### src/rtl/controle_movimento.sv
// controle_movimento: button conditioning, animation step timing and frame/digit
// position tracking for the dog-animation segment datapath.
//  - botao is synchronized, debounced and classified into short/long presses.
//  - A small FSM (IDLE/RUN/PAUSE) gates a tick counter whose period is selected
//    by velocidade; every period end produces a one-cycle passo pulse.
//  - passo advances frame, and frame wrap advances the digit position.
// All outputs come straight from flops; passo is computed one cycle ahead so it
// can be registered while still honouring same-cycle press/wrap collisions.
module controle_movimento #(
  parameter int unsigned DEB_CYC   = 50000,
  parameter int unsigned LONG_CYC  = 100000000,
  parameter int unsigned TICK_BASE = 12500000,
  parameter int unsigned NFRAMES   = 6,
  parameter int unsigned NDIG      = 4
) (
  input  logic                       clkd,
  input  logic                       reset,
  input  logic                       botao,
  input  logic [1:0]                 velocidade,
  output logic                       passo,
  output logic [$clog2(NFRAMES)-1:0] frame,
  output logic [$clog2(NDIG)-1:0]    posicao,
  output logic [NDIG-1:0]            dig_sel,
  output logic [1:0]                 estado
);

  localparam int FW   = $clog2(NFRAMES);
  localparam int PW   = $clog2(NDIG);
  localparam int TW   = $clog2(4 * TICK_BASE + 1);
  localparam int DW   = (DEB_CYC > 1) ? $clog2(DEB_CYC) : 1;
  localparam int HW   = $clog2(LONG_CYC + 1);

  typedef enum logic [1:0] {
    S_IDLE  = 2'b00,
    S_RUN   = 2'b01,
    S_PAUSE = 2'b10
  } state_t;

  // Step period in cycles for a given speed selection (3 is fastest).
  function automatic logic [TW-1:0] period_of(input logic [1:0] v);
    logic [TW-1:0] p;
    case (v)
      2'd0:    p = TW'(4 * TICK_BASE);
      2'd1:    p = TW'(3 * TICK_BASE);
      2'd2:    p = TW'(2 * TICK_BASE);
      2'd3:    p = TW'(TICK_BASE);
      default: p = TW'(TICK_BASE);
    endcase
    return p;
  endfunction

  // Button path state
  logic          sync1_q, sync2_q;
  logic          deb_q, deb_d;
  logic [DW-1:0] deb_cnt_q, deb_cnt_d;
  logic [HW-1:0] hold_q, hold_d;

  // Sequencer state
  state_t        state_q, state_d;
  logic [TW-1:0] tick_q, tick_d;
  logic [TW-1:0] per_q, per_d;
  logic [FW-1:0] frame_q, frame_d;
  logic [PW-1:0] pos_q, pos_d;
  logic          passo_q, passo_d;
  logic [NDIG-1:0] dig_sel_q, dig_sel_d;

  // Decoded events
  logic deb_diff_s, deb_flip_s;
  logic long_ev_s, short_ev_s, long_nxt_s, wrap_s;

  // Debounce filter, hold counter and press classification.
  always_comb begin
    deb_diff_s = (sync2_q != deb_q);
    deb_flip_s = deb_diff_s && (deb_cnt_q == DW'(DEB_CYC - 1));
    if (deb_flip_s) begin
      deb_cnt_d = '0;
      deb_d     = sync2_q;
    end else if (deb_diff_s) begin
      deb_cnt_d = deb_cnt_q + DW'(1);
      deb_d     = deb_q;
    end else begin
      deb_cnt_d = '0;
      deb_d     = deb_q;
    end

    if (!deb_q) begin
      hold_d = '0;
    end else if (hold_q == HW'(LONG_CYC)) begin
      hold_d = hold_q;
    end else begin
      hold_d = hold_q + HW'(1);
    end

    // Long fires in the cycle the hold counter steps onto LONG_CYC.
    long_ev_s  = deb_q && (hold_q == HW'(LONG_CYC - 1));
    // Short fires in the cycle the debounced level is about to drop.
    short_ev_s = deb_q && deb_flip_s && (hold_q < HW'(LONG_CYC)) && !long_ev_s;
    // Same long-event decode applied to next-cycle values, used for passo lookahead.
    long_nxt_s = deb_d && (hold_d == HW'(LONG_CYC - 1));
  end

  // Sequencer next state: FSM, tick counter, frame/position and registered outputs.
  always_comb begin
    state_d = state_q;
    tick_d  = tick_q;
    per_d   = per_q;
    wrap_s  = (tick_q == (per_q - TW'(1)));

    case (state_q)
      S_IDLE: begin
        tick_d = '0;
        if (long_ev_s) begin
          state_d = S_IDLE;
        end else if (short_ev_s) begin
          state_d = S_RUN;
          per_d   = period_of(velocidade);
        end else begin
          state_d = S_IDLE;
        end
      end
      S_RUN: begin
        if (long_ev_s) begin
          state_d = S_IDLE;
          tick_d  = '0;
        end else begin
          if (wrap_s) begin
            tick_d = '0;
            per_d  = period_of(velocidade);
          end else begin
            tick_d = tick_q + TW'(1);
          end
          if (short_ev_s) begin
            state_d = S_PAUSE;
          end else begin
            state_d = S_RUN;
          end
        end
      end
      S_PAUSE: begin
        if (long_ev_s) begin
          state_d = S_IDLE;
          tick_d  = '0;
        end else if (short_ev_s) begin
          state_d = S_RUN;
        end else begin
          state_d = S_PAUSE;
        end
      end
      default: begin
        state_d = S_IDLE;
        tick_d  = '0;
      end
    endcase

    // Frame/position follow the passo pulse currently on the output.
    if (state_d == S_IDLE) begin
      frame_d = '0;
      pos_d   = '0;
    end else if (passo_q) begin
      if (frame_q == FW'(NFRAMES - 1)) begin
        frame_d = '0;
        if (pos_q == PW'(NDIG - 1)) begin
          pos_d = '0;
        end else begin
          pos_d = pos_q + PW'(1);
        end
      end else begin
        frame_d = frame_q + FW'(1);
        pos_d   = pos_q;
      end
    end else begin
      frame_d = frame_q;
      pos_d   = pos_q;
    end

    // passo is high in the RUN cycle where the tick counter sits at P-1,
    // unless a long press lands on that same cycle.
    passo_d = (state_d == S_RUN) && (tick_d == (per_d - TW'(1))) && !long_nxt_s;

    if (state_d == S_IDLE) begin
      dig_sel_d = '0;
    end else begin
      dig_sel_d = NDIG'(1) << pos_d;
    end
  end

  // Button synchronizer, debounce and hold registers.
  always_ff @(posedge clkd or negedge reset) begin
    if (!reset) begin
      sync1_q   <= 1'b0;
      sync2_q   <= 1'b0;
      deb_q     <= 1'b0;
      deb_cnt_q <= '0;
      hold_q    <= '0;
    end else begin
      sync1_q   <= botao;
      sync2_q   <= sync1_q;
      deb_q     <= deb_d;
      deb_cnt_q <= deb_cnt_d;
      hold_q    <= hold_d;
    end
  end

  // FSM, tick counter and registered outputs.
  always_ff @(posedge clkd or negedge reset) begin
    if (!reset) begin
      state_q   <= S_IDLE;
      tick_q    <= '0;
      per_q     <= '0;
      frame_q   <= '0;
      pos_q     <= '0;
      passo_q   <= 1'b0;
      dig_sel_q <= '0;
    end else begin
      state_q   <= state_d;
      tick_q    <= tick_d;
      per_q     <= per_d;
      frame_q   <= frame_d;
      pos_q     <= pos_d;
      passo_q   <= passo_d;
      dig_sel_q <= dig_sel_d;
    end
  end

  assign passo   = passo_q;
  assign frame   = frame_q;
  assign posicao = pos_q;
  assign dig_sel = dig_sel_q;
  assign estado  = state_q;

endmodule

### config.mk
export PLATFORM = sky130hd
export DESIGN_NAME = controle_movimento
export DESIGN_NICKNAME = d
export VERILOG_FILES = /design/src/rtl/controle_movimento.sv
export SDC_FILE = /design/constraint.sdc
export NUM_CORES = 1
export LEC_CHECK = 0
export ABC_AREA = 1
export CORE_UTILIZATION = 30
export DETAILED_ROUTE_END_ITERATION = 16
export SYNTH_ARGS = -nofsm -noshare
export SYNTH_HDL_FRONTEND = slang
export SYNTH_SLANG_ARGS = --single-unit
export TNS_END_PERCENT = 50
### constraint.sdc
create_clock -name clkd -period 9.6 [get_ports clkd]
set_input_delay 0.96 -clock clkd [delete_from_list [all_inputs] [get_ports clkd]]
set_output_delay 0.96 -clock clkd [all_outputs]
set_load 0.02 [all_outputs]
==> summary.md <==
| Metric | Value |
|---|---|
| Status | completed |
| Die Area | between 30000 and 40000 um^2 |
| Core area | about 30000 um^2 |
| Layout Nets | 1505 |
| Clock root buffer | clkbuf_16 |
| Final Skew | 0.008862 ns |
| Finished Cell Area | about 10000 um^2 |
| Pwr per Cell Area | 83.21 nW/um^2 |
| Number of setup violations in the final report | 0 |
| Most frequent cells in the layout | nand2_1, inv_1, nor2_1 |
| Period utilisation layout | between 40% and 50% |
| Unrepaired setup endpoints after global routing | false |
| Crit start category | register |
| Worst-skew pair later-pin latency | approximately 0.36 ns |
| Worst-case vdd ir drop | between 70 and 80 uV |
| Seq/Total Area, Yosys | a little under 30% |
| Largest net degree at the start of global routing | 70 |
| Starting density of the core | between 30% and 40% |
| Io pins | 17 |
| Fillers | about 3400 |
| Via density | between 5 and 6 |
| Fin Setup TNS | 0 ns |
| Vias in the first global route | a little under 9000 |
| Synth Area per Inst | around 6.4 um^2 |
| Endpoints failing hold | 0 |
| H-tree depth | 3 |
| Antenna viol nets, final | 0 |
| Aggregate global-route resource usage | roughly a fifth |
| CP max FO | 25 |
| Data arrival, critical path | roughly 4.7 ns |
| Rows | 64 |
| Yosys Warn Count | 0 |
| Most common cell after layout, fill and taps aside | nand2_1 |
| Hold Crit Class | register to register |
| R2R cell count | 21 |
| Total vias in the final route | 9504 |
| Cts hold-fix bufs | 0 |
| Met2 usage | 29.55% |
| Number of synthesized flops with an enable pin | 0 |
| P_leak | approximately 0.0049 uW |
| IO Port Bufs | 16 |
| Die height | about 180 um |
| Drt wl/cell | 15.44 um |
| Minimum clock period | around 4.4 ns |
| Post-synth top area share | 29.19% |
| Clock Sinks | 110 |
| Worst-margin pin slew | ~0.89 ns |
| Dominant cell type by area after synthesis | dfrtp_1 |
| Max Cap Viol | 0 |
| Routing usage on met1 | approximately a quarter |
| Worst Setup End Kind | register |
| Mapped Nets | approximately 1500 |
| Reg-to-Reg End | passo |
| Max Clk Rate | 0.2280 GHz |
| CTS tree | yes |
| Met3 GRT Util | 2.120% |
| Worst Hold Endpoint | sync2_q |
| Remaining DRCs | 0 |
| First-pass GRT wire length | 46.42 mm |
| Initial antenna violation count | 0 |
| FF-to-FF Start | deb_q |
| Share of cells above drive strength 1 | ~7.4% |
| Post-synth ARST share | between 90% and 100% |
| Min-delay src | sync1_q |
| R2r setup slk | ~5.2 ns |
| GR Overflow Total | 0 |
| Worst-path clk slew | roughly 0.07 ns |
| Slew Limit Fails | 0 |
| Die W | about 180 um |
| Postcts setup bufs | 0 |
| Cts bufs inserted | 9 |
| WP data required | roughly 10 ns |
| GPL Wtd Cong | 0.9547 |
| Area growth syn-to-layout | 8.731% |
| Synth top area cells | dfrtp_1, nand2_1, inv_1 |
| Synth cell types | 50 |
| Hold path cells | 0 |
| Initial DRT Pass Iterations | 6 |
| Initial DRC count | between 700 and 800 |
| DRT Wirelength | about 29 mm |
| PostCTS Resize Cnt | 0 |
| Worst slew margin | approximately two fifths |
| CTS max path bufs | 2 |
| Placed Area | 9970 um^2 |
| Grt peak-use layer | met2 |
| Area of the mapped netlist | approximately 9400 um^2 |
| Crit Path Category | register to register |
| #FFs+latches synth | 110 |
| Synth Flop Type | dfrtp_1 |
| Antenna Cells | 0 |
| Synthesized instance count | around 1500 |
| DP Wirelength | ~23 mm |
sequential cells by signal (all words and copies together) (netlist names):
signal     count
hold_q        27
per_q         26
tick_q        26
deb_cnt_q     16
dig_sel        4
frame          3
estado         2
posicao        2
deb_q          1
passo          1
sync1_q        1
sync2_q        1
area by class of cell:
class | count | area [um^2] | area share [%]
flip-flops and latches | 110 | 2753 | 26.85
clock inverters | 7 | 57.56 | 0.5614
repair buffers | 18 | 172.7 | 1.684
well taps | 396 | 495.5 | 4.833
multi-input cells | 1118 | 5693 | 55.53
clock buffers | 9 | 225.2 | 2.197
inverters | 228 | 855.8 | 8.348
worst max path at each step:
stage                        start    end  slack (ns)  cells past startpoint
after floorplan           per_q[0]  passo        6.19                     31
after detailed placement     deb_q  passo        5.28                     21
after global placement       deb_q  passo        5.42                     21
after CTS                    deb_q  passo        5.27                     21
after global routing         deb_q  passo        4.79                     21
final                        deb_q  passo        5.21                     21
power breakdown:
part	internal, uW	switching [uW]	total [uW]
sequential	464	1.33	466
combinational	4.26	14.4	18.7
clock	181	188	369
kinds of logic (layout without fill, tap and decap cells):
logic type	after synthesis	count (layout)	share of synthesized area, %
XOR/XNOR	53	53	5.003
buffers and inverters	251	262	10.43
AND/OR/NAND/NOR	942	942	46.87
multiplexers	2	2	0.2388
flip-flops	110	110	29.19
adder cells (fa/ha/maj)	15	15	1.990
AO/OA/AOI/OAI	106	106	6.277
worst max-delay path: stages (launching register included):
cell,delay [ns]
dfrtp_1,0.87
inv_1,0.43
nor3_1,0.32
nand3_1,0.47
nand3_4,0.44
nand2_4,0.10
nand2_4,0.18
inv_1,0.06
nor2_1,0.11
inv_1,0.06
ha_1,0.22
nand2_1,0.18
clkinv_1,0.15
nand3_4,0.13
nor2_1,0.07
nand3_1,0.09
nand2_1,0.06
nand2_1,0.06
nand2_1,0.06
nor2_1,0.10
nand2_1,0.07
nor2_1,0.09
cell usage after synthesis (19+ instances only):
master	n
nand2_1	411
inv_1	222
nor2_1	188
nand3_1	144
dfrtp_1	110
nand4_1	49
o21ai_0	44
a21oi_1	37
nor3_1	37
xor2_1	37
nor2_2	20
nand2_2	19
metrics by stage:
stage | util [%] | hold WS, ns | power [uW] | std cells | setup slack (ns)
after global routing | 33.34 | 0.3739 | 880.2 | 1886 | 4.794
after CTS | 33.34 | 0.3568 | 864.1 | 1886 | 5.271
after global placement | 32.42 | 0.3405 | 494.2 | 1870 | 5.421
after detailed placement | 32.42 | 0.3387 | 494.4 | 1870 | 5.284
final | 33.34 | 0.3529 | 853.1 | 1886 | 5.214
after floorplan | - | 0.3312 | 480.6 | 1479 | 6.186
routing by layer:
metal | vias up | wire length (um)
met5 | - | 0
met4 | 0 | 578
met3 | 43 | 1973
met2 | 348 | 13000
met1 | 4387 | 13570
li1 | 4726 | -
(Power assumes the default switching activity.)
